===== src/rtl/pac_frame_tx.sv =====
// pac_frame_tx: snapshots all PAC strengths/classes on a trigger and streams them as one framed packet.
// Optional timestamp word enabled by defining PAC_FRAME_TIMESTAMP_EN.
module pac_frame_tx #(
    parameter int WIDTH     = 18,
    parameter int NUM_PAIRS = 10,
    parameter int DIV_W     = 16
) (
    input  logic                         clk,
    input  logic                         rst_n,
    input  logic                         clk_en,
    input  logic [NUM_PAIRS*WIDTH-1:0]   pac_flat,
    input  logic [NUM_PAIRS*2-1:0]       class_flat,
    input  logic                         snap_req,
    input  logic [DIV_W-1:0]             period,
    output logic [23:0]                  tx_data,
    output logic                         tx_valid,
    input  logic                         tx_ready,
    output logic                         tx_last,
    output logic                         busy,
    output logic [7:0]                   frame_seq,
    output logic [7:0]                   overrun_cnt
);

    localparam logic [3:0] LAST_IDX = 4'(NUM_PAIRS - 1);

`ifdef PAC_FRAME_TIMESTAMP_EN
    typedef enum logic [2:0] {S_IDLE, S_HDR, S_TS, S_PAIR, S_CSUM} state_t;
`else
    typedef enum logic [2:0] {S_IDLE, S_HDR, S_PAIR, S_CSUM} state_t;
`endif

    function automatic logic [7:0] sat_inc8(input logic [7:0] v);
        return (v == 8'hFF) ? v : v + 8'd1;
    endfunction

    state_t                        state_q, state_d;
    logic [3:0]                    idx_q, idx_d;
    logic [23:0]                   csum_q;
    logic [7:0]                    frame_seq_q;
    logic [7:0]                    overrun_q;
    logic [DIV_W-1:0]              timer_q;
    logic [NUM_PAIRS*WIDTH-1:0]    pac_snap_p0;
    logic [NUM_PAIRS*2-1:0]        class_snap_p0;
    logic signed [WIDTH-1:0]       pac_sel;
    logic [1:0]                    class_sel;
    logic                          timer_fire;
    logic                          trigger;
    logic                          xfer;
    logic                          start;

`ifdef PAC_FRAME_TIMESTAMP_EN
    logic [23:0]                   ts_q;
    logic [23:0]                   ts_snap_p0;
`endif

    assign timer_fire = (period != '0) && (timer_q >= period - DIV_W'(1));
    assign trigger    = clk_en & (snap_req | timer_fire);
    assign busy       = (state_q != S_IDLE);
    assign tx_valid   = busy;
    assign xfer       = tx_valid & tx_ready & clk_en;
    assign start      = trigger & ~busy;
    assign frame_seq  = frame_seq_q;
    assign overrun_cnt = overrun_q;

    assign pac_sel   = pac_snap_p0[idx_q*WIDTH +: WIDTH];
    assign class_sel = class_snap_p0[idx_q*2 +: 2];

    // Stage p0: trigger-time snapshot; data only, so no reset needed
    always_ff @(posedge clk) begin
        if (start) begin
            pac_snap_p0   <= pac_flat;
            class_snap_p0 <= class_flat;
`ifdef PAC_FRAME_TIMESTAMP_EN
            ts_snap_p0    <= ts_q;
`endif
        end
    end

    // Control state: FSM, word index, checksum, counters and timer
    always_ff @(posedge clk or negedge rst_n) begin
        if (!rst_n) begin
            state_q     <= S_IDLE;
            idx_q       <= '0;
            csum_q      <= '0;
            frame_seq_q <= '0;
            overrun_q   <= '0;
            timer_q     <= '0;
`ifdef PAC_FRAME_TIMESTAMP_EN
            ts_q        <= '0;
`endif
        end else begin
            state_q <= state_d;
            idx_q   <= idx_d;
            if (clk_en) begin
                if (period == '0 || timer_fire) begin
                    timer_q <= '0;
                end else begin
                    timer_q <= timer_q + DIV_W'(1);
                end
`ifdef PAC_FRAME_TIMESTAMP_EN
                ts_q <= ts_q + 24'd1;
`endif
            end
            if (start) begin
                csum_q <= '0;
            end else if (xfer && state_q != S_CSUM) begin
                csum_q <= csum_q ^ tx_data;
            end
            if (xfer && state_q == S_CSUM) begin
                frame_seq_q <= frame_seq_q + 8'd1;
            end
            // A trigger seen while a frame is in flight is lost, not queued
            if (trigger && busy) begin
                overrun_q <= sat_inc8(overrun_q);
            end
        end
    end

    always_comb begin
        state_d = state_q;
        idx_d   = idx_q;
        tx_data = '0;
        tx_last = 1'b0;
        case (state_q)
            S_IDLE: begin
                if (start) begin
                    state_d = S_HDR;
                end
            end
            S_HDR: begin
                tx_data = {8'hA5, frame_seq_q, 8'(NUM_PAIRS)};
                if (xfer) begin
`ifdef PAC_FRAME_TIMESTAMP_EN
                    state_d = S_TS;
`else
                    state_d = S_PAIR;
`endif
                    idx_d = '0;
                end
            end
`ifdef PAC_FRAME_TIMESTAMP_EN
            S_TS: begin
                tx_data = ts_snap_p0;
                if (xfer) begin
                    state_d = S_PAIR;
                    idx_d   = '0;
                end
            end
`endif
            S_PAIR: begin
                tx_data = 24'({idx_q, class_sel, pac_sel});
                if (xfer) begin
                    if (idx_q == LAST_IDX) begin
                        state_d = S_CSUM;
                    end else begin
                        idx_d = idx_q + 4'd1;
                    end
                end
            end
            S_CSUM: begin
                tx_data = csum_q;
                tx_last = 1'b1;
                if (xfer) begin
                    state_d = S_IDLE;
                end
            end
            default: begin
                state_d = S_IDLE;
            end
        endcase
    end

endmodule


===== config.mk =====
export PLATFORM = sky130hd
export DESIGN_NAME = pac_frame_tx
export DESIGN_NICKNAME = d
export VERILOG_FILES = /design/src/rtl/pac_frame_tx.sv
export SDC_FILE = /design/constraint.sdc
export NUM_CORES = 1
export LEC_CHECK = 0
export CAP_MARGIN = 10
export CORE_MARGIN = 5
export CORE_UTILIZATION = 38
export CTS_CLUSTER_DIAMETER = 30
export DETAILED_ROUTE_END_ITERATION = 10
export GPL_ROUTABILITY_DRIVEN = 0
export HOLD_SLACK_MARGIN = 0.08
export PLACE_DENSITY = 0.63
export SYNTH_ARGS = -nofsm -noshare
export SYNTH_HDL_FRONTEND = slang
export SYNTH_SLANG_ARGS = --single-unit
export TNS_END_PERCENT = 30

===== constraint.sdc =====
create_clock -name clk -period 7.4 [get_ports clk]
set_input_delay 0.74 -clock clk [delete_from_list [all_inputs] [get_ports clk]]
set_output_delay 0.74 -clock clk [all_outputs]
set_load 0.02 [all_outputs]

## Word-level counts from Yosys, hierarchy flattened

Cells that the tools add are included.

| storage, ports and cells | value |
|---|---|
| register bits | 263 |
| input port bits | 221 |
| output and inout bits | 43 |
| logic and storage cells | 66 |

| cells by class | value |
|---|---|
| add/subtract/negate cells | 5 |
| multipliers | 1 |
| magnitude comparators | 1 |
| equal/unequal tests | 12 |
| shift operators | 2 |
| muxes and demuxes | 15 |
| bitwise gates (word level) | 8 |
| reductions and logical operators | 14 |

Operators with widths:

| kind | number |
|---|---|
| variable part select 180 x 10 -> 18 bit | 1 |
| case mux 24 bit (3 select lines) | 1 |
| 2-to-1 mux 24 bit | 2 |
| XOR 24 bit | 1 |
| variable part select 20 x 6 -> 2 bit | 1 |
| adder 16 x 1 -> 16 bit, second input constant | 1 |
| adder 8 x 1 -> 8 bit, second input constant | 2 |
| greater-or-equal comparator 16 bit | 1 |
| zero test 16 bit | 1 |
| 2-to-1 mux 16 bit | 1 |
| nonzero test 16 bit | 1 |
| subtractor 16 x 1 -> 16 bit, second input constant | 1 |
| 2-to-1 mux 3 bit | 5 |
| 2-to-1 mux 4 bit | 3 |
| inequality test 2 bit, second input constant | 6 |
| case mux 3 bit (4 select lines) | 1 |
| == test 8 bit, second input constant | 1 |
| multiplier 4 x 4 -> 8 bit, second input constant | 1 |
| case mux 4 bit (2 select lines) | 1 |
| == test 3 x 2 -> 1 bit, second input constant | 2 |
| AND reduction 5 bit | 1 |
| adder 4 x 1 -> 4 bit, second input constant | 1 |
| AND 1 bit | 4 |
| == test 4 bit, second input constant | 1 |
| other kinds (12) | 17 |

## Logic depth before layout (Yosys ltp)

Gate-level depths: netlist of run 1.

| logic depth | value |
|---|---|
| depth after elaboration | 8 |
| depth in mapped cells | 13 |
| mapped depth without buffers | 12 |

## Least setup slack after synthesis of run 1

Ideal clock, no wire load.

| timing path | value |
|---|---|
| kind | input to register |
| start point | in period[7] |
| end point | reg class_snap_p0[0] (enable) |
| setup time | 0.403 ns |
| arrival | 3.989 ns |
| data required time | 6.997 ns |
| slack | 3.008 ns |
| stages | 11 |
| path buffers | 1 |
| path through | nor4_1 and3_1 nand2_1 xor2_1 ha_1 nand4_2 nor3_1 or4_4 a211oi_4 nor4_4 buf_6 |

| between the ends | value |
|---|---|
| longest elaborated chain between the ends | 6 |
| elaborated cells on any way between the ends | 7 |
| classes of those cells | add/sub (1); order compare (1); bitwise (3); reduce/logical (2) |

Ends and longest elaborated chain:

| what | RTL line | source |
|---|---|---|
| start: declaration | 14 | `input logic [DIV_W-1:0] period,` |
| subtractor 16 x 1 -> 16 bit | 56 | `assign timer_fire = (period != '0) && (timer_q >= period - DIV_W'(1));` |
| greater-or-equal comparator 16 bit | 56 |  |
| logical AND 1 bit * | 56 |  |
| bitwise OR 1 bit * | 57 | `assign trigger = clk_en & (snap_req \| timer_fire);` |
| AND 1 bit * | 57 |  |
| AND 1 bit * | 61 | `assign start = trigger & ~busy;` |
| via start | 49 | `logic start;` |
| end signal: assignment | 72 | `class_snap_p0 <= class_flat;` |
| end: declaration | 43 | `logic [NUM_PAIRS*2-1:0] class_snap_p0;` |

Mark *: on every way through the listed nets, which the timed path passes. The rest lies on a longest branch.
A chain may end at the register's enable or synchronous reset.

## Worst setup path after layout of run 1

| timing path | value |
|---|---|
| start point | reg idx_q[0] |
| end point | out tx_data[6] |

| between the ends | value |
|---|---|
| longest elaborated chain between the ends | 3 |

Ends and longest elaborated chain:

| what | RTL line | source |
|---|---|---|
| start: declaration | 37 | `logic [3:0] idx_q, idx_d;` |
| start signal: assignment | 93 | `idx_q <= idx_d;` |
| multiplier 4 x 4 -> 8 bit | 65 | `assign pac_sel = pac_snap_p0[idx_q*WIDTH +: WIDTH];` |
| variable part select 180 x 10 -> 18 bit | 65 |  |
| case mux 24 bit (3 select lines) | 124 | `case (state_q)` |
| end: declaration | 15 | `output logic [23:0] tx_data,` |

Every way passes these cells.

==> impl_metrics.tcl, run 1 <==
set metrics [dict create \
    status "finished, final reports clean" \
    power.density_nw_per_um2 362 \
    synth.distinct_cells 65 \
    synthesis.nets 1069 \
    worstSkewPairLatency_ps 570 \
    multi_input_area_sq_um 4040 \
    die-width_microns 187 \
    cts.reportedPaths.clkPinSlew_ps 50 \
    synth-xor-area-share_pct 3.96 \
    post_cts_buffers 0 \
    grt_pass1_wl_microns 46300 \
    drtAntennaViolNets 0 \
    antenna_found_initial 3 \
    num-fill-cells 2541 \
    r2r_end "csum_q[22]" \
    cts_buffer_depth 3 \
    num_rows 65 \
    crit_buf_inv 2 \
    layout.nets 1360 \
    clock-sinks 262 \
    synth_edf_count 200 \
    post_drt_wl_per_cell_microns 18.9 \
    vdd_drop_max_mv 0.273 \
    cp-end-kind "primary output" \
    syn_area_sq_um 12000 \
    synth_warnings 0 \
    initial_utilization_pct 38.2 \
    r2r_setup_slack_ps 3740 \
    dr.pass1.iters 5 \
    drt_iter0_drc 480 \
    yosysTopAreaCell "edfxtp_1" \
    syn2layout_area_growth_pct 41.8 \
    cts_tree "yes" \
    reg2reg_from "state_q[1]" \
    crit_fanout 46 \
    core-area_sq_um 31300 \
    required_ps 6660 \
    reg2reg_depth 8 \
    crit_family "buffers and inverters" \
    portBuffers 263 \
    drive_above_1_share_pct 13.2 \
    min_period_ps 4540 \
    cts_inserted_buffers 59 \
    rsz0062_at_grt "false" \
    drv_cap 0 \
    io_pins 264 \
    grt_pass1_vias 8399 \
    finalSetupViolations 0 \
    ys_async_sr_fraction_pct 23.7 \
    synth-simple-area-share_pct 9.18 \
    die-area_sq_um 35100 \
    groute.usage.overall_pct 16.7 \
    ys_ff_latch 262 \
    grt_max_degree 153 \
    drc 0 \
    total_power_mw 6.13 \
    seq_area_sq_um 7560 \
    fin_worst_skew_ps 20.9 \
    syn_inst 821 \
    finalHoldViolCount 0 \
    synth_top_family_by_area "multiplexers" \
    arrival_ps 3800 \
    synth_area_leaders "edfxtp_1 50%, dfrtp_1 13%, mux4_2 4.3%" \
    vias_per_cell 5.02 \
    cp-startpoint "idx_q[0]" \
    slew-limit-headroom_pct 19.4 \
    slowest_stage "dfrtp_4" \
    grt-ovfl-total 0 \
    dp_hpwl_microns 20500 \
    synth-seq-area-share_pct 63.2 \
    period_share_pct 61.4 \
    cts_hold_buf 0 \
    syn_avg_cell_area_sq_um 14.6 \
    fmax_mhz 220 \
    tightest_slew_ps 1200 \
    ys.flop_type "edfxtp_1" \
    synth_compound_area_share_pct 6.89 \
    cts_resized 0 \
    path_cells "buf_4 -> mux4_2 -> mux2i_1 -> o22ai_1 -> a22oi_1 -> nor2_1 -> clkdlybuf4s50_1" \
    synth_adder_area_share_pct 2.83 \
    hold_path_class "in2async" \
    postRouteWirelength_microns 29600 \
    clock_tree.root_cell "clkbuf_16" \
    post-synth-top-area-fraction_pct 50.2 \
    p_leak_nw 6.25 \
    worst-setup-path-type "reg2out" \
    die_h_microns 187 \
    synth_mux_area_share_pct 11.0 \
    drv_slew 0 \
    setup_tns_ps 0 \
    htree_num_levels 2 \
    dr_total_vias 7864 \
    cp-start-kind "flip-flop" \
    slowest_delay_ps 960 \
]
## cell families (layout without fill, tap and decap cells)
family | Yosys count | after routing
simple gates | 218 | 218
other cells | 0 | 3
fa+ha+maj | 27 | 27
xor+xnor | 54 | 54
mux | 77 | 77
buf+inv | 60 | 402
flops | 262 | 262
compound gates | 123 | 123
## cells in the mapped netlist, types with 2 or more instances
library cell and count:
a21o_1 2, a21oi_1 28, a21oi_2 4, a22o_1 11, a22oi_1 12, a31oi_1 3, and2_1 2, and3_1 5
buf_1 3, buf_12 4, buf_2 10, buf_4 3, buf_6 5, clkbuf_1 14, dfrtp_1 62, edfxtp_1 200
ha_1 27, inv_1 20, mux2_2 4, mux2i_1 34, mux4_1 15, mux4_2 23, nand2_1 50, nand2b_1 10
nand3_1 23, nand3b_1 3, nand4_1 8, nor2_1 60, nor2_2 5, nor2b_1 5, nor3_1 19, nor3b_1 3
nor4_1 3, o21a_1 2, o21ai_0 32, o21ai_1 4, o22ai_1 12, o311a_1 3, or2_2 3, or3_1 8
xnor2_1 16, xor2_1 38
## power breakdown
part / switching [mW] / total (mW) / internal [mW]
registers: 0.264 / 2.12 / 1.86
logic: 0.675 / 1.35 / 0.671
clock network: 0.812 / 2.66 / 1.85
total: 1.75 / 6.13 / 4.38
## stage by stage
| stage | util (%) | instance area, sq um | setup slack (ps) | hold slack, ps | std cells |
|---|---|---|---|---|---|
| 2_1_floorplan | - | 12000 | 3010 | 444 | 821 |
| 3_3_place_gp | 47.5 | 14900 | 2550 | 490 | 1453 |
| 3_5_place_dp | 47.5 | 14900 | 2480 | 485 | 1453 |
| 4_1_cts | 54.1 | 16900 | 2720 | 399 | 1565 |
| 5_1_grt | 54.1 | 16900 | 2590 | 436 | 1566 |
| 6_report | 54.1 | 16900 | 2860 | 371 | 1568 |
## placed cells by master (no fill, tap or decap), types with 27 or more instances in the layout
master             n
a21oi_1           28
clkbuf_16         59
clkdlybuf4s50_1  262
dfrtp_1           59
edfxtp_1         200
ha_1              27
mux2i_1           34
nand2_1           50
nor2_1            60
o21ai_0           32
xor2_1            38
## layout make-up
type / count / area share, %
flip-flops and latches: 262 / 44.6
multi-input cells: 499 / 23.9
repair buffers: 269 / 15.8
clock buffers: 67 / 8.95
clock inverters: 45 / 3.23
well taps: 402 / 2.97
inverters: 21 / 0.465
diodes: 3 / 0.0443
## layer usage
metal | track usage [%] | vias up | routed length [microns]
li1 | - | 3739 | -
met1 | 21.1 | 3810 | 12200
met2 | 26.7 | 256 | 14100
met3 | 6.40 | 55 | 2570
met4 | 5.32 | 4 | 682
met5 | 0 | - | 23
## sequential cells by signal, summed over array words and instances, names as in the netlist
signal / flops
overrun_cnt: 8
timer_q: 16
csum_q: 24
frame_seq: 8
class_snap_p0: 20
state_q: 2
idx_q: 4
pac_snap_p0: 180
## worst max-delay path by stage
stage / end / slack, ps / cells after the start
after floorplan: class_snap_p0[0] / 3010 / 11
after global placement: state_q[0] / 2550 / 13
after detailed placement: state_q[0] / 2480 / 13
after CTS: tx_data[6] / 2720 / 7
after global routing: tx_data[6] / 2590 / 7
final: tx_data[6] / 2860 / 7
Note: power is estimated with default switching activity, not from simulation.
==> run 2: changes to the inputs <==
--- a/config.mk
+++ b/config.mk
@@ -12,7 +12,7 @@
 export DETAILED_ROUTE_END_ITERATION = 10
 export GPL_ROUTABILITY_DRIVEN = 0
 export HOLD_SLACK_MARGIN = 0.08
-export PLACE_DENSITY = 0.63
+export PLACE_DENSITY = 0.65
 export SYNTH_ARGS = -nofsm -noshare
 export SYNTH_HDL_FRONTEND = slang
 export SYNTH_SLANG_ARGS = --single-unit
==> constraint.sdc (replaced) <==
create_clock -name clk -period 3.7 [get_ports clk]
set_input_delay 0.37 -clock clk [delete_from_list [all_inputs] [get_ports clk]]
set_output_delay 0.37 -clock clk [all_outputs]
set_load 0.02 [all_outputs]
==> run 2 against run 1 <==
  * Largest cell class unchanged
  * Worst hold slack better by 9.9 ps
  * Global-route usage up 0.33 points
  * Largest power group unchanged
  * Sequential power up 89%
  * Clock power up 70%
  * Highest routed layer unchanged
  * Clock skew down 3.3 ps
  * Cell count up 2.2%
  * Clock-buffer cell count down 11
==> impl_metrics.tcl, run 2 (synthesis results as in run 1) <==
set metrics [dict create \
    clock_tree.root_cell "clkbuf_16" \
    post_drt_wl_per_cell_microns 19.0 \
    portBuffers 263 \
    p_leak_nw 6.40 \
    total_power_mw 11.7 \
    syn2layout_area_growth_pct 43.2 \
    status "finished, final reports clean" \
    grt_pass1_wl_microns 47400 \
    groute.usage.overall_pct 17.0 \
    grt_pass1_vias 8367 \
    io_pins 264 \
    fin_util_pct 54.7 \
    cts_resized 0 \
    hold_ws_ps 381 \
    seqPwrFrac_pct 34.2 \
    regMostFlops "pac_snap_p0" \
    cp-end-kind "primary output" \
    drc 0 \
    period_share_pct 93.9 \
    initial_utilization_pct 38.2 \
    dr_total_vias 8055 \
    core-area_sq_um 31300 \
    die-area_sq_um 35100 \
    arrival_ps 3100 \
    vias_per_cell 5.03 \
    num_rows 65 \
    required_ps 3330 \
    fin_worst_skew_ps 17.6 \
    tightest_slew_ps 935 \
    finalSetupViolations 0 \
    drive_above_1_share_pct 16.6 \
    rsz0062_at_grt "false" \
    slowest_stage "dfrtp_4" \
    drt_iter0_drc 534 \
    cts_buffer_depth 3 \
    drtAntennaViolNets 0 \
    cts.reportedPaths.clkPinSlew_ps 50 \
    crit_fanout 29 \
    finalHoldViolCount 0 \
    cts_tree "yes" \
    power.density_nw_per_um2 684 \
    intPower_mw 8.24 \
    htree_num_levels 2 \
    drv_cap 0 \
    grt_max_degree 42 \
    fmax_mhz 288 \
    die_h_microns 187 \
    switching_share_pct 29.6 \
    slew-limit-headroom_pct 37.6 \
    comb_power_share_pct 27.2 \
    vdd_drop_max_mv 0.405 \
    slowest_delay_ps 570 \
    path_cells "buf_12 -> mux4_2 -> mux2i_1 -> o22ai_1 -> a22oi_1 -> nor2_1 -> clkdlybuf4s50_1" \
    cp-start-kind "flip-flop" \
    dp_hpwl_microns 22000 \
    top_regs "pac_snap_p0 x180, csum_q x24, class_snap_p0 x20" \
    hold_path_class "in2reg" \
    crit_family "buffers and inverters" \
    crit_buf_inv 2 \
    netSwitchingPower_mw 3.47 \
    worstSkewPairLatency_ps 540 \
    cts_inserted_buffers 49 \
    dr.pass1.iters 5 \
    min_period_ps 3470 \
    layout.nets 1407 \
    worst-setup-path-type "reg2out" \
    final_cell_mix "261 x clkdlybuf4s50_1, 200 x edfxtp_1, 60 x nor2_1" \
    antenna_found_initial 2 \
    postRouteWirelength_microns 30500 \
    drv_slew 0 \
    largest_reg_flops 180 \
    clock-sinks 262 \
    grt-ovfl-total 0 \
    clockPowerShare_pct 38.6 \
    layout_commonest_cell "clkdlybuf4s50_1" \
    setup_tns_ps 0 \
    die-width_microns 187 \
]
==> run 2: cell types whose count changed in the layout (fill, tap and decap cells not counted), moves of 4 or more <==
cell       delta
clkinv_1      -8
bufinv_16     -4
buf_4        +49
buf_12        +8
clkinv_4      +5
clkbuf_16    -10
inv_6         +5
clkinv_2      -5
==> run 2: layout make-up <==
| type | count | area, sq um |
|---|---|---|
| Fill cell | 2519 | 14200 |
| Sequential cell | 262 | 7560 |
| Multi-Input combinational cell | 499 | 4040 |
| Timing Repair Buffer | 326 | 3210 |
| Clock buffer | 56 | 1270 |
| Tap cell | 402 | 503 |
| Clock inverter | 35 | 439 |
| Inverter | 21 | 78.8 |
| Antenna cell | 1 | 2.50 |
==> run 2: path summary, 6_finish.rpt <==
check / start / endpoint / slack [ps] / depth (start not counted)
setup / recovery: idx_q[0] / tx_data[6] / 230 / 7
hold / removal: pac_flat[133] / pac_snap_p0[133] / 380 / 1
setup reg to reg: state_q[1] / csum_q[15] / 950 / 9
hold reg to reg: overrun_cnt[4] / overrun_cnt[4] / 500 / 1
max in group asynchronous: rst_n / frame_seq[1] / 2300 / 3
min in group asynchronous: rst_n / timer_q[13] / 460 / 2
==> run 2: repair_timing <==
| action | CTS | global route |
|---|---|---|
| endpoints found under the setup margin | 0 | 3 |
| setup buffers | 0 | 10 |
| endpoints found under the hold margin | 30 | 0 |
| hold buffers | 1 | 0 |
==> run 2: through the flow <==
stage                     area (sq um)  worst slack (ps)  cells
after floorplan                  12000              51.9    821
after global placement           15300              -149   1499
after detailed placement         15300              -235   1499
after CTS                        17000              89.8   1591
after global routing             17100              80.7   1602
final                            17100               225   1602
==> run 2: power groups by stage <==
stage / clock [mW] / sequential [mW] / combinational [mW]
after floorplan: 0 / 3.98 / 2.05
after global routing: 4.77 / 4.06 / 3.48
after global placement: 0 / 4.06 / 3.07
after detailed placement: 0 / 4.08 / 3.10
final: 4.52 / 4.01 / 3.18
after CTS: 4.60 / 4.03 / 3.12
==> run 2: routing by layer <==
layer | vias to the layer above | wire, microns | part of all wire [%] | track usage [%]
met5 | - | 13 | 0.043 | 0
met4 | 2 | 931 | 3.1 | 5.92
met3 | 60 | 2420 | 8.0 | 5.17
met2 | 274 | 14400 | 47 | 27.0
met1 | 3890 | 12700 | 42 | 22.5
li1 | 3829 | - | - | -
==> run 3: changes to the inputs <==
--- a/config.mk
+++ b/config.mk
@@ -13,6 +13,7 @@
 export GPL_ROUTABILITY_DRIVEN = 0
 export HOLD_SLACK_MARGIN = 0.08
 export PLACE_DENSITY = 0.65
+export SKIP_CTS_REPAIR_TIMING = 1
 export SYNTH_ARGS = -nofsm -noshare
 export SYNTH_HDL_FRONTEND = slang
 export SYNTH_SLANG_ARGS = --single-unit
==> run 3 against run 2 <==
  * Critical path depth unchanged
  * Clock power about the same
  * Power about the same
  * Sequential share of layout area unchanged
  * Combinational power about the same
  * Register-to-register slack about the same
  * Worst setup slack got worse by 41 ps
  * Non-clock buffer count unchanged
  * Fmax decreased by 1.2%
  * Largest power group unchanged
==> impl_metrics.tcl, run 3 (synthesis results as in run 1) <==
set metrics [dict create \
    status "finished, final reports clean" \
    vias_per_cell 5.04 \
    postRouteWirelength_microns 30400 \
    fin_util_pct 54.7 \
    vdd_drop_max_mv 0.405 \
    num-fill-cells 2519 \
    setup_tns_ps 0 \
    dp_hpwl_microns 22000 \
    grt_pass1_vias 8364 \
    drc 0 \
    period_share_pct 95.0 \
    htree_num_levels 2 \
    fmax_mhz 284 \
    r2r_setup_slack_ps 940 \
    dr_total_vias 8070 \
    power.density_nw_per_um2 684 \
    io_pins 264 \
    initial_utilization_pct 38.2 \
    clock_tree.root_cell "clkbuf_16" \
    post_drt_wl_per_cell_microns 19.0 \
    rsz0062_at_grt "false" \
    cts.reportedPaths.clkPinSlew_ps 50 \
    layout_commonest_cell "clkdlybuf4s50_1" \
    slew-limit-headroom_pct 39.0 \
    regMostFlops "pac_snap_p0" \
    grt_pass1_wl_microns 47400 \
    grt-ovfl-total 0 \
    final_cell_area_sq_um 17100 \
    finalHoldViolCount 0 \
    core-area_sq_um 31300 \
    num_rows 65 \
    r2r_end "csum_q[15]" \
    worst-setup-path-type "reg2out" \
    placed_area_sq_um 15300 \
    cts_inserted_buffers 49 \
    multi_input_area_sq_um 4040 \
    finalSetupViolations 0 \
    worstSkewPairLatency_ps 540 \
    tightest_slew_ps 915 \
    die_h_microns 187 \
    final_cells 1602 \
    groute.usage.overall_pct 17.0 \
    drv_slew 0 \
    top_regs "pac_snap_p0 x180, csum_q x24, class_snap_p0 x20" \
    largest_reg_flops 180 \
    p_leak_nw 6.40 \
    hold_start "pac_flat[133]" \
    drtAntennaViolNets 0 \
    required_ps 3330 \
    cp-start-kind "flip-flop" \
    seq_area_sq_um 7560 \
    die-area_sq_um 35100 \
    cts_tree "yes" \
    reg2reg_from "state_q[1]" \
    place_inst 1499 \
    hold_path_class "in2reg" \
    cts_buffer_depth 3 \
    portBuffers 263 \
    clock-sinks 262 \
    holdPathStages 1 \
    cp-end-kind "primary output" \
    layout.nets 1407 \
    final_cell_mix "261 x clkdlybuf4s50_1, 200 x edfxtp_1, 60 x nor2_1" \
    drt_iter0_drc 513 \
    reg2reg_depth 9 \
    die-width_microns 187 \
    drive_above_1_share_pct 16.6 \
    syn2layout_area_growth_pct 43.2 \
    grt_max_degree 42 \
    antenna_found_initial 2 \
    drv_cap 0 \
    fin_worst_skew_ps 17.0 \
    min_period_ps 3520 \
    arrival_ps 3150 \
    dr.pass1.iters 4 \
    crit_fanout 38 \
    hold_ws_ps 382 \
    hold_end "pac_snap_p0[133]" \
]
-- run 3: cell counts in the layout (fill, tap and decap cells not counted) --
No cell type changed its count.
-- run 3: cell type report --
cell class | instances | share of cell area (%)
Antenna cell | 1 | 0.0146
Timing Repair Buffer | 326 | 18.8
Sequential cell | 262 | 44.2
Multi-Input combinational cell | 499 | 23.6
Clock buffer | 56 | 7.43
Inverter | 21 | 0.461
Tap cell | 402 | 2.94
Clock inverter | 35 | 2.57
-- run 3: critical path, cell delays in order, from the launching register on --
cell and delay [ps]:
dfrtp_2 380, buf_4 480, mux4_2 300, nand2_1 60, a21oi_1 390, o21ai_0 160, a21oi_1 160, clkdlybuf4s50_1 650
-- run 3: worst max-delay path by stage --
| stage | from | endpoint | slack [ps] | depth (start not counted) |
|---|---|---|---|---|
| after floorplan | period[7] | class_snap_p0[0] | 50 | 11 |
| after global placement | period[3] | csum_q[15] | -150 | 16 |
| after detailed placement | period[7] | csum_q[15] | -230 | 16 |
| after CTS | idx_q[0] | tx_data[6] | 90 | 7 |
| after global routing | period[7] | csum_q[15] | 80 | 16 |
| final | idx_q[1] | tx_data[11] | 180 | 7 |
-- run 3: stage by stage --
| stage | setup WS [ps] | total power [mW] |
|---|---|---|
| after global routing | 80.7 | 12.3 |
| final | 185 | 11.7 |
| after global placement | -149 | 7.13 |
| after floorplan | 51.9 | 6.04 |
| after detailed placement | -235 | 7.19 |
| after CTS | 89.8 | 11.8 |
-- run 3: routing by layer --
layer	vias to the layer above	GRT usage (%)	routed length [microns]
met2	269	27.0	14400
met4	2	5.92	863
met3	54	5.21	2250
met1	3913	22.4	12900
met5	-	0	13
li1	3832	-	-
-- run 3: power by group --
part / total, mW / internal, mW / leakage (nW) / switching [mW]
clock: 4.52 / 3.00 / 0.816 / 1.53
sequential: 4.01 / 3.71 / 2.65 / 0.297
combinational: 3.18 / 1.53 / 2.93 / 1.65
total: 11.7 / 8.24 / 6.40 / 3.48
